### config.mk
export PLATFORM = sky130hd
export DESIGN_NAME = mips_multicycle_control_flat
export DESIGN_NICKNAME = d
export VERILOG_FILES = /design/src/rtl/mips_multicycle_control_if.sv /design/src/rtl/mips_multicycle_control.sv /design/src/flat_wrapper.sv
export SDC_FILE = /design/constraint.sdc
export NUM_CORES = 1
export LEC_CHECK = 0
export CORE_UTILIZATION = 40
export CTS_BUF_LIST = sky130_fd_sc_hd__clkbuf_2 sky130_fd_sc_hd__clkbuf_4 sky130_fd_sc_hd__clkbuf_8
export DETAILED_ROUTE_END_ITERATION = 6
export HOLD_SLACK_MARGIN = 0.03
export PLACE_DENSITY = 0.85
export SLEW_MARGIN = 15
export SYNTH_ARGS = -nofsm -noshare
export SYNTH_HDL_FRONTEND = slang
export SYNTH_SLANG_ARGS = --single-unit
### constraint.sdc
create_clock -name clk -period 4.3 [get_ports clk]
set_input_delay 0.86 -clock clk [delete_from_list [all_inputs] [get_ports clk]]
set_output_delay 0.86 -clock clk [all_outputs]
set_load 0.02 [all_outputs]
### src/rtl/mips_multicycle_control_if.sv
// Control-unit bundle between the multicycle MIPS controller and its datapath.
// Latency: none (plain signal bundle).
// Backpressure: none; the datapath follows the control word every cycle.
//
// master : controller side (reads Opcode/Funct/Zero, drives the control word and State)
// slave  : datapath side  (drives Opcode/Funct/Zero, reads the control word and State)
interface mips_multicycle_control_if #(
  parameter int OPCODE_WIDTH = 6,
  parameter int STATE_WIDTH  = 4
);
  logic [OPCODE_WIDTH-1:0] Opcode;   // instruction[31:26] from the IR
  logic [OPCODE_WIDTH-1:0] Funct;    // instruction[5:0], for the ALU decoder
  logic                    Zero;     // ALU zero flag, current cycle
  logic                    IorD;     // 0: PC, 1: ALUOut as memory address
  logic                    MemWrite;
  logic                    IRWrite;
  logic                    RegWrite;
  logic                    PCEn;
  logic                    RegDst;
  logic                    MemtoReg;
  logic                    ALUSrcA;
  logic [1:0]              ALUSrcB;  // 00 B, 01 const 4, 10 SignImm, 11 SignImm<<2
  logic [1:0]              ALUOp;    // 00 add, 01 sub, 10 Funct, 11 or
  logic [1:0]              PCSrc;    // 00 ALUResult, 01 ALUOut, 10 jump target
  logic [STATE_WIDTH-1:0]  State;    // debug view of the FSM state

  modport master (
    input  Opcode, Funct, Zero,
    output IorD, MemWrite, IRWrite, RegWrite, PCEn,
           RegDst, MemtoReg, ALUSrcA, ALUSrcB, ALUOp, PCSrc, State
  );

  modport slave (
    output Opcode, Funct, Zero,
    input  IorD, MemWrite, IRWrite, RegWrite, PCEn,
           RegDst, MemtoReg, ALUSrcA, ALUSrcB, ALUOp, PCSrc, State
  );
endinterface

### src/rtl/mips_multicycle_control.sv
// Multicycle MIPS main controller: one FSM step per clk, control word decoded from state.
// Latency: lw 5, sw/R-type/addi/ori 4, beq/bne/j 3, unsupported opcode 2 cycles from FETCH.
// Backpressure: none; the FSM never stalls.
//
// Ports: clk   - sole clock, rising edge
//        reset - asynchronous, active-low; holds FETCH with all write enables low
//        ctl   - master modport of mips_multicycle_control_if (opcode/zero in, control word out)
module mips_multicycle_control #(
  parameter int OPCODE_WIDTH = 6,
  parameter int STATE_WIDTH  = 4
) (
  input  logic                       clk,
  input  logic                       reset,
  mips_multicycle_control_if.master  ctl
);

  typedef enum logic [STATE_WIDTH-1:0] {
    FETCH   = STATE_WIDTH'(0),
    DECODE  = STATE_WIDTH'(1),
    MEMADR  = STATE_WIDTH'(2),
    MEMRD   = STATE_WIDTH'(3),
    MEMWB   = STATE_WIDTH'(4),
    MEMWR   = STATE_WIDTH'(5),
    EXECUTE = STATE_WIDTH'(6),
    ALUWB   = STATE_WIDTH'(7),
    BRANCH  = STATE_WIDTH'(8),
    ADDIEXE = STATE_WIDTH'(9),
    IEXEWB  = STATE_WIDTH'(10),
    JUMP    = STATE_WIDTH'(11),
    ORIEXE  = STATE_WIDTH'(12)
  } state_t;

  localparam logic [OPCODE_WIDTH-1:0] OP_RTYPE = OPCODE_WIDTH'(6'b000000);
  localparam logic [OPCODE_WIDTH-1:0] OP_J     = OPCODE_WIDTH'(6'b000010);
  localparam logic [OPCODE_WIDTH-1:0] OP_BEQ   = OPCODE_WIDTH'(6'b000100);
  localparam logic [OPCODE_WIDTH-1:0] OP_BNE   = OPCODE_WIDTH'(6'b000101);
  localparam logic [OPCODE_WIDTH-1:0] OP_ADDI  = OPCODE_WIDTH'(6'b001000);
  localparam logic [OPCODE_WIDTH-1:0] OP_ORI   = OPCODE_WIDTH'(6'b001101);
  localparam logic [OPCODE_WIDTH-1:0] OP_LW    = OPCODE_WIDTH'(6'b100011);
  localparam logic [OPCODE_WIDTH-1:0] OP_SW    = OPCODE_WIDTH'(6'b101011);

  state_t state;

  // Funct belongs to the ALU decoder; this FSM never looks at it.
  logic unusedFunct;
  assign unusedFunct = ^ctl.Funct;

  always_ff @(posedge clk or negedge reset) begin
    if (!reset) begin
      state <= FETCH;
    end else begin
      case (state)
        FETCH:   state <= DECODE;
        DECODE: begin
          case (ctl.Opcode)
            OP_LW, OP_SW:   state <= MEMADR;
            OP_RTYPE:       state <= EXECUTE;
            OP_BEQ, OP_BNE: state <= BRANCH;
            OP_ADDI:        state <= ADDIEXE;
            OP_ORI:         state <= ORIEXE;
            OP_J:           state <= JUMP;
            default:        state <= FETCH;   // unsupported opcode runs as a nop
          endcase
        end
        MEMADR:  state <= (ctl.Opcode == OP_SW) ? MEMWR : MEMRD;
        MEMRD:   state <= MEMWB;
        EXECUTE: state <= ALUWB;
        ADDIEXE: state <= IEXEWB;
        ORIEXE:  state <= IEXEWB;
        default: state <= FETCH;              // write-back/terminal states and unused codes
      endcase
    end
  end

  // The control word is decoded straight from the state rather than registered:
  // BRANCH needs PCEn to follow the ALU zero flag of the same cycle, and reset
  // must pull the write enables low immediately, not at the next edge.
  always_comb begin
    ctl.IorD     = 1'b0;
    ctl.MemWrite = 1'b0;
    ctl.IRWrite  = 1'b0;
    ctl.RegWrite = 1'b0;
    ctl.PCEn     = 1'b0;
    ctl.RegDst   = 1'b0;
    ctl.MemtoReg = 1'b0;
    ctl.ALUSrcA  = 1'b0;
    ctl.ALUSrcB  = 2'b00;
    ctl.ALUOp    = 2'b00;
    ctl.PCSrc    = 2'b00;
    case (state)
      FETCH: begin
        ctl.IRWrite = 1'b1;
        ctl.ALUSrcB = 2'b01;
        ctl.PCEn    = 1'b1;
      end
      DECODE:  ctl.ALUSrcB = 2'b11;           // latch the branch target in ALUOut
      MEMADR: begin
        ctl.ALUSrcA = 1'b1;
        ctl.ALUSrcB = 2'b10;
      end
      MEMRD:   ctl.IorD = 1'b1;
      MEMWB: begin
        ctl.MemtoReg = 1'b1;
        ctl.RegWrite = 1'b1;
      end
      MEMWR: begin
        ctl.IorD     = 1'b1;
        ctl.MemWrite = 1'b1;
      end
      EXECUTE: begin
        ctl.ALUSrcA = 1'b1;
        ctl.ALUOp   = 2'b10;
      end
      ALUWB: begin
        ctl.RegDst   = 1'b1;
        ctl.RegWrite = 1'b1;
      end
      BRANCH: begin
        ctl.ALUSrcA = 1'b1;
        ctl.ALUOp   = 2'b01;
        ctl.PCSrc   = 2'b01;
        ctl.PCEn    = (ctl.Opcode == OP_BNE) ? ~ctl.Zero : ctl.Zero;
      end
      ADDIEXE: begin
        ctl.ALUSrcA = 1'b1;
        ctl.ALUSrcB = 2'b10;
      end
      ORIEXE: begin
        ctl.ALUSrcA = 1'b1;
        ctl.ALUSrcB = 2'b10;
        ctl.ALUOp   = 2'b11;
      end
      IEXEWB:  ctl.RegWrite = 1'b1;
      JUMP: begin
        ctl.PCSrc = 2'b10;
        ctl.PCEn  = 1'b1;
      end
      default: ;
    endcase
    // Reset leaves the FETCH mux settings visible but blocks every write.
    if (!reset) begin
      ctl.PCEn     = 1'b0;
      ctl.IRWrite  = 1'b0;
      ctl.MemWrite = 1'b0;
      ctl.RegWrite = 1'b0;
    end
  end

  assign ctl.State = state;

endmodule

### src/flat_wrapper.sv
// flat-port wrapper written by rule: the top's interface ports become plain ports
module mips_multicycle_control_flat 
#(
  parameter int OPCODE_WIDTH = 6,
  parameter int STATE_WIDTH  = 4
)
  (clk, reset, ctl_Opcode, ctl_Funct, ctl_Zero, ctl_IorD, ctl_MemWrite, ctl_IRWrite, ctl_RegWrite, ctl_PCEn, ctl_RegDst, ctl_MemtoReg, ctl_ALUSrcA, ctl_ALUSrcB, ctl_ALUOp, ctl_PCSrc, ctl_State);
  mips_multicycle_control_if #(.OPCODE_WIDTH(OPCODE_WIDTH), .STATE_WIDTH(STATE_WIDTH)) ctl_i ();
  input  logic clk;
  input  logic reset;
  input wire logic [$bits(ctl_i.Opcode)-1:0] ctl_Opcode;
  input wire logic [$bits(ctl_i.Funct)-1:0] ctl_Funct;
  input wire logic [$bits(ctl_i.Zero)-1:0] ctl_Zero;
  output wire logic [$bits(ctl_i.IorD)-1:0] ctl_IorD;
  output wire logic [$bits(ctl_i.MemWrite)-1:0] ctl_MemWrite;
  output wire logic [$bits(ctl_i.IRWrite)-1:0] ctl_IRWrite;
  output wire logic [$bits(ctl_i.RegWrite)-1:0] ctl_RegWrite;
  output wire logic [$bits(ctl_i.PCEn)-1:0] ctl_PCEn;
  output wire logic [$bits(ctl_i.RegDst)-1:0] ctl_RegDst;
  output wire logic [$bits(ctl_i.MemtoReg)-1:0] ctl_MemtoReg;
  output wire logic [$bits(ctl_i.ALUSrcA)-1:0] ctl_ALUSrcA;
  output wire logic [$bits(ctl_i.ALUSrcB)-1:0] ctl_ALUSrcB;
  output wire logic [$bits(ctl_i.ALUOp)-1:0] ctl_ALUOp;
  output wire logic [$bits(ctl_i.PCSrc)-1:0] ctl_PCSrc;
  output wire logic [$bits(ctl_i.State)-1:0] ctl_State;
  assign ctl_i.Opcode = ctl_Opcode;
  assign ctl_i.Funct = ctl_Funct;
  assign ctl_i.Zero = ctl_Zero;
  assign ctl_IorD = ctl_i.IorD;
  assign ctl_MemWrite = ctl_i.MemWrite;
  assign ctl_IRWrite = ctl_i.IRWrite;
  assign ctl_RegWrite = ctl_i.RegWrite;
  assign ctl_PCEn = ctl_i.PCEn;
  assign ctl_RegDst = ctl_i.RegDst;
  assign ctl_MemtoReg = ctl_i.MemtoReg;
  assign ctl_ALUSrcA = ctl_i.ALUSrcA;
  assign ctl_ALUSrcB = ctl_i.ALUSrcB;
  assign ctl_ALUOp = ctl_i.ALUOp;
  assign ctl_PCSrc = ctl_i.PCSrc;
  assign ctl_State = ctl_i.State;
  mips_multicycle_control #(.OPCODE_WIDTH(OPCODE_WIDTH), .STATE_WIDTH(STATE_WIDTH)) u_core (.clk(clk), .reset(reset), .ctl(ctl_i));
endmodule
### Word-level counts from Yosys, hierarchy flattened

Cells that the tools add are included.
W data, S select, Z words.

* memories: 0
* output and inout port bits: 18
* memory bits (writable): 0
* logic and storage cells: 50
* ROM bits: 0
* register bits: 4
* bits of input ports: 15
* bits in latches: 0

* multiplexer cells: 19
* order comparisons: 0
* multiply operators: 0
* add/subtract/negate cells: 0
* divide/modulo/power cells: 0
* eq/ne operators: 19
* reduce and logical (&&, ||, !) cells: 10
* shift-type cells: 0
* bitwise gates (word level): 1

Operators by type and width (count)
* $pmux W4 S6: 2
* $eq A4 B4 Y1 const B: 5
* $eq A4 B3 Y1 const B: 4
* $eq A6 B3 Y1 const B: 2
* $eq A6 B4 Y1 const B: 2
* $eq A6 B6 Y1 const B: 2
* $mux W1: 12
* $pmux W2 S3: 2
* $reduce_or A2 Y1: 5
* $eq A4 B2 Y1 const B: 2
* $eq A6 B2 Y1 const B: 1
* $logic_not A6 Y1: 1
* $reduce_or A3 Y1: 2
* $reduce_or A5 Y1: 1
* $eq A4 B1 Y1 const B: 1
* $logic_not A4 Y1: 1
* $pmux W2 S2: 1
* $mux W3: 1
* $pmux W1 S2: 1
* $not A1 Y1: 1

### Logic depth before layout (Yosys ltp)

Gate-level depths: netlist of the first run.

* word-level depth: 4
* gate-level depth with buffers: 5
* mapped depth without buffers: 4

### Least setup slack after synthesis of the first run

No wires, ideal clock.

* path type: in2out
* from: in ctl_Opcode[5]
* to: out ctl_PCEn
* data required time: 3.440 ns
* stages on the path: 4
* arrival: 2.019 ns
* slack: 1.421 ns
* buffers on the path: 0
* cells stage by stage: or3_1 > or4_1 > a21boi_1 > o21a_1

* longest elaborated chain between the ends: 4

Ends and longest elaborated chain
* from (decl): line flat_wrapper.sv:11 `input wire logic [$bits(ctl_i.Opcode)-1:0] ctl_Opcode;`
* $eq A6 B3 Y1: line mips_multicycle_control.sv:122 `ctl.PCEn = (ctl.Opcode == OP_BNE) ? ~ctl.Zero : ctl.Zero;`
* $mux W1: line mips_multicycle_control.sv:122
* $pmux W1 S2: line mips_multicycle_control.sv:90 `case (state)`
* $mux W1: line mips_multicycle_control.sv:141 `if (!reset) begin`
* to (decl): line flat_wrapper.sv:18 `output wire logic [$bits(ctl_i.PCEn)-1:0] ctl_PCEn;`

Every way passes these cells.

### Worst setup path in the final report of the first run

Same ends and word-level chain as after synthesis.

==> out/metrics.yaml, run 1 <==
yosys-top-cells-count: "nor2_1 (8), nor3_1 (6), clkbuf_1 (5), nand2b_1 (5)"
grt_setup_unrepaired: "no"
cts_resized: 0
cts-htree-levels: 1
cts_root_buffer: "clkbuf_4"
setup_viol: 0
highest_layer: "met4"
die_h_um: 39.4
final_util_pct: 63.5
std_cell_rows: 13
min_path_type: "flop to flop"
port_buffers: 26
drt_iter0_markers: 22
grt_pass1_vias: 509
drtPass1Iterations: 4
leakage_nw: 0.298
antenna_cells: 0
synth.area.mux_share_pct: 1.79
hold_viol_final: 0
crit_fanout: 5
ys_warn_count: 0
synthFlopType: "dfrtp_1"
synthArstFlopShare_pct: 100
status: "complete, no violations"
fin_skew_ns: 0.000548
cap_viol_max_count: 0
period_share_pct: 91.4
syn2layout_area_growth_pct: 48.0
syn-num-nets: 94
synth_xor_area_share_pct: 4.71
max_freq_mhz: 255
die-area_um2: 1550
post_cts_buffers: 0
seq_area_frac_synth_pct: 17.9
clk_latency_ns: 0.23
wl_met1_um: 641
ys_ff_latch: 4
grt_max_degree: 20
antenna_found_initial: 0
synth_compound_area_share_pct: 21.7
die_w_um: 39.4
p_per_area_nw_per_um2: 465
cp.required_ns: 3.44
wl_per_cell_um: 12.5
overflow: 0
drt-total-wl_um: 1440
hpwl_um: 1050
power_uw: 384
wl_met3_um: 74
drive_gt1_share_pct: 5.00
synth_top_family_by_area: "simple AND/OR/NAND/NOR gates"
numClockSinks: 4
cts_tree: "yes"
cts_hold_buf: 0
tightest_slew_ns: 0.579
synth.area.top_cells: "dfrtp_1 (18%), nand2b_1 (5.6%), nor3_1 (5.4%)"
synth_edf_count: 0
critPathCaptureType: "output pin"
cts_made_buffers: 3
synthSimpleGateAreaFrac_pct: 45.7
final.min_clock_period_ns: 3.93
arrival_ns: 3.07
syn_inst: 79
clk_pin_slew_ns: 0.04
core_area_um2: 1300
drv_slew: 0
initial_core_util_pct: 42.9
synth_cell_type_count: 35
wl_met2_um: 717
synth_area_um2: 558
fin_nets: 117
peakVddDrop_uv: 231
synth_fa_ha_area_share_pct: 0
grt_use_total_pct: 22.0
vias: 661
via_per_inst: 5.75
synthMostInstantiatedCell: "nor2_1"
synth_area_per_cell_um2: 7.06
cts_max_path_buffers: 2
largest_reg_flops: 4
critical_path_class: "primary input to output pin"
io_pins: 33
gp_congestion: 0.807
antenna_left: 0
yosys.area.top_type_share_pct: 17.9
yosys.area.top_type: "dfrtp_1"
setup-tns-final_ns: 0
drc: 0
critPathLaunchType: "primary input"
grt_first_pass_wirelength_um: 2340
maxSlewHeadroom_pct: 61.4
## through the flow
stage	cell area, um^2	setup WS (ns)	hold WS, ns	std cells
5_1_grt	826	0.259	0.868	115
2_1_floorplan	558	1.42	0.564	79
4_1_cts	826	0.377	0.808	115
3_3_place_gp	803	0.371	0.797	112
6_report	826	0.371	0.809	115
3_5_place_dp	803	0.394	0.800	112
## cell families after synthesis
| family | after synthesis |
|---|---|
| AND/OR/NAND/NOR | 43 |
| flip-flops | 4 |
| multiplexers | 1 |
| XOR/XNOR | 3 |
| AO/OA/AOI/OAI | 17 |
| buffers and inverters | 11 |
## worst max-delay path: stages
cell             delay (ns)
clkdlybuf4s50_1        0.48
or3_1                  0.44
or4_1                  0.41
a21boi_1               0.15
o21a_1                 0.13
clkdlybuf4s50_1        0.59
## placed cells by master (no fill, tap or decap), types with 3 or more instances in the layout
cell / count
nand2b_1: 5
nand3_1: 4
or3_1: 3
dfrtp_1: 4
clkdlybuf4s50_1: 26
clkbuf_4: 3
a21oi_1: 4
nor3_1: 6
inv_1: 3
nor2_1: 8
nand2_1: 4
## per-layer routing
layer  track usage (%)  vias to the layer above
met5                 0                        -
met4              7.76                        0
met1              30.3                      298
met2              34.2                       22
met3              3.41                        2
li1                  -                      339
## cell type report
cell class                      instances  area (um^2)
Fill cell                             119          475
Sequential cell                         4          100
Tap cell                               15         18.8
Clock buffer                            3         22.5
Timing Repair Buffer                   26          260
Multi-Input combinational cell         64          413
Inverter                                3         11.3
## power by group
| part | internal [mW] | switching (mW) | total [mW] |
|---|---|---|---|
| sequential | 0.0473 | 0.0492 | 0.0966 |
| combinational | 0.127 | 0.114 | 0.241 |
| clock | 0.0312 | 0.0155 | 0.0467 |
| total | 0.205 | 0.179 | 0.384 |
## worst paths after layout
check	to	cells past startpoint	start	slack [ns]
hold / removal	u_core.ctl.State[0]	1	u_core.ctl.State[3]	0.81
setup / recovery	ctl_PCEn	6	ctl_Opcode[5]	0.37
min in group asynchronous	u_core.ctl.State[1]	1	reset	0.86
setup reg to reg	u_core.ctl.State[2]	3	u_core.ctl.State[0]	2.76
hold reg to reg	u_core.ctl.State[0]	1	u_core.ctl.State[3]	0.81
max in group asynchronous	u_core.ctl.State[0]	1	reset	3.24
Power figures use the tool's default switching activity.
==> run 2, diff against run 1 <==
--- a/config.mk
+++ b/config.mk
@@ -8,6 +8,7 @@
 export CORE_UTILIZATION = 40
 export CTS_BUF_LIST = sky130_fd_sc_hd__clkbuf_2 sky130_fd_sc_hd__clkbuf_4 sky130_fd_sc_hd__clkbuf_8
 export DETAILED_ROUTE_END_ITERATION = 6
+export GPL_ROUTABILITY_DRIVEN = 0
 export HOLD_SLACK_MARGIN = 0.03
 export PLACE_DENSITY = 0.85
 export SLEW_MARGIN = 15
==> results of run 2 <==
Same layout as run 1: the final DEF is identical, and so are final timing and power.
==> run 3, diff against run 2 <==
--- a/config.mk
+++ b/config.mk
@@ -5,12 +5,14 @@
 export SDC_FILE = /design/constraint.sdc
 export NUM_CORES = 1
 export LEC_CHECK = 0
+export ABC_CLOCK_PERIOD_IN_PS = 4300
 export CORE_UTILIZATION = 40
 export CTS_BUF_LIST = sky130_fd_sc_hd__clkbuf_2 sky130_fd_sc_hd__clkbuf_4 sky130_fd_sc_hd__clkbuf_8
 export DETAILED_ROUTE_END_ITERATION = 6
 export GPL_ROUTABILITY_DRIVEN = 0
 export HOLD_SLACK_MARGIN = 0.03
 export PLACE_DENSITY = 0.85
+export SETUP_SLACK_MARGIN = 0.15
 export SLEW_MARGIN = 15
 export SYNTH_ARGS = -nofsm -noshare
 export SYNTH_HDL_FRONTEND = slang
==> results of run 3 <==
Same layout as run 1: the final DEF is identical, and so are final timing and power.
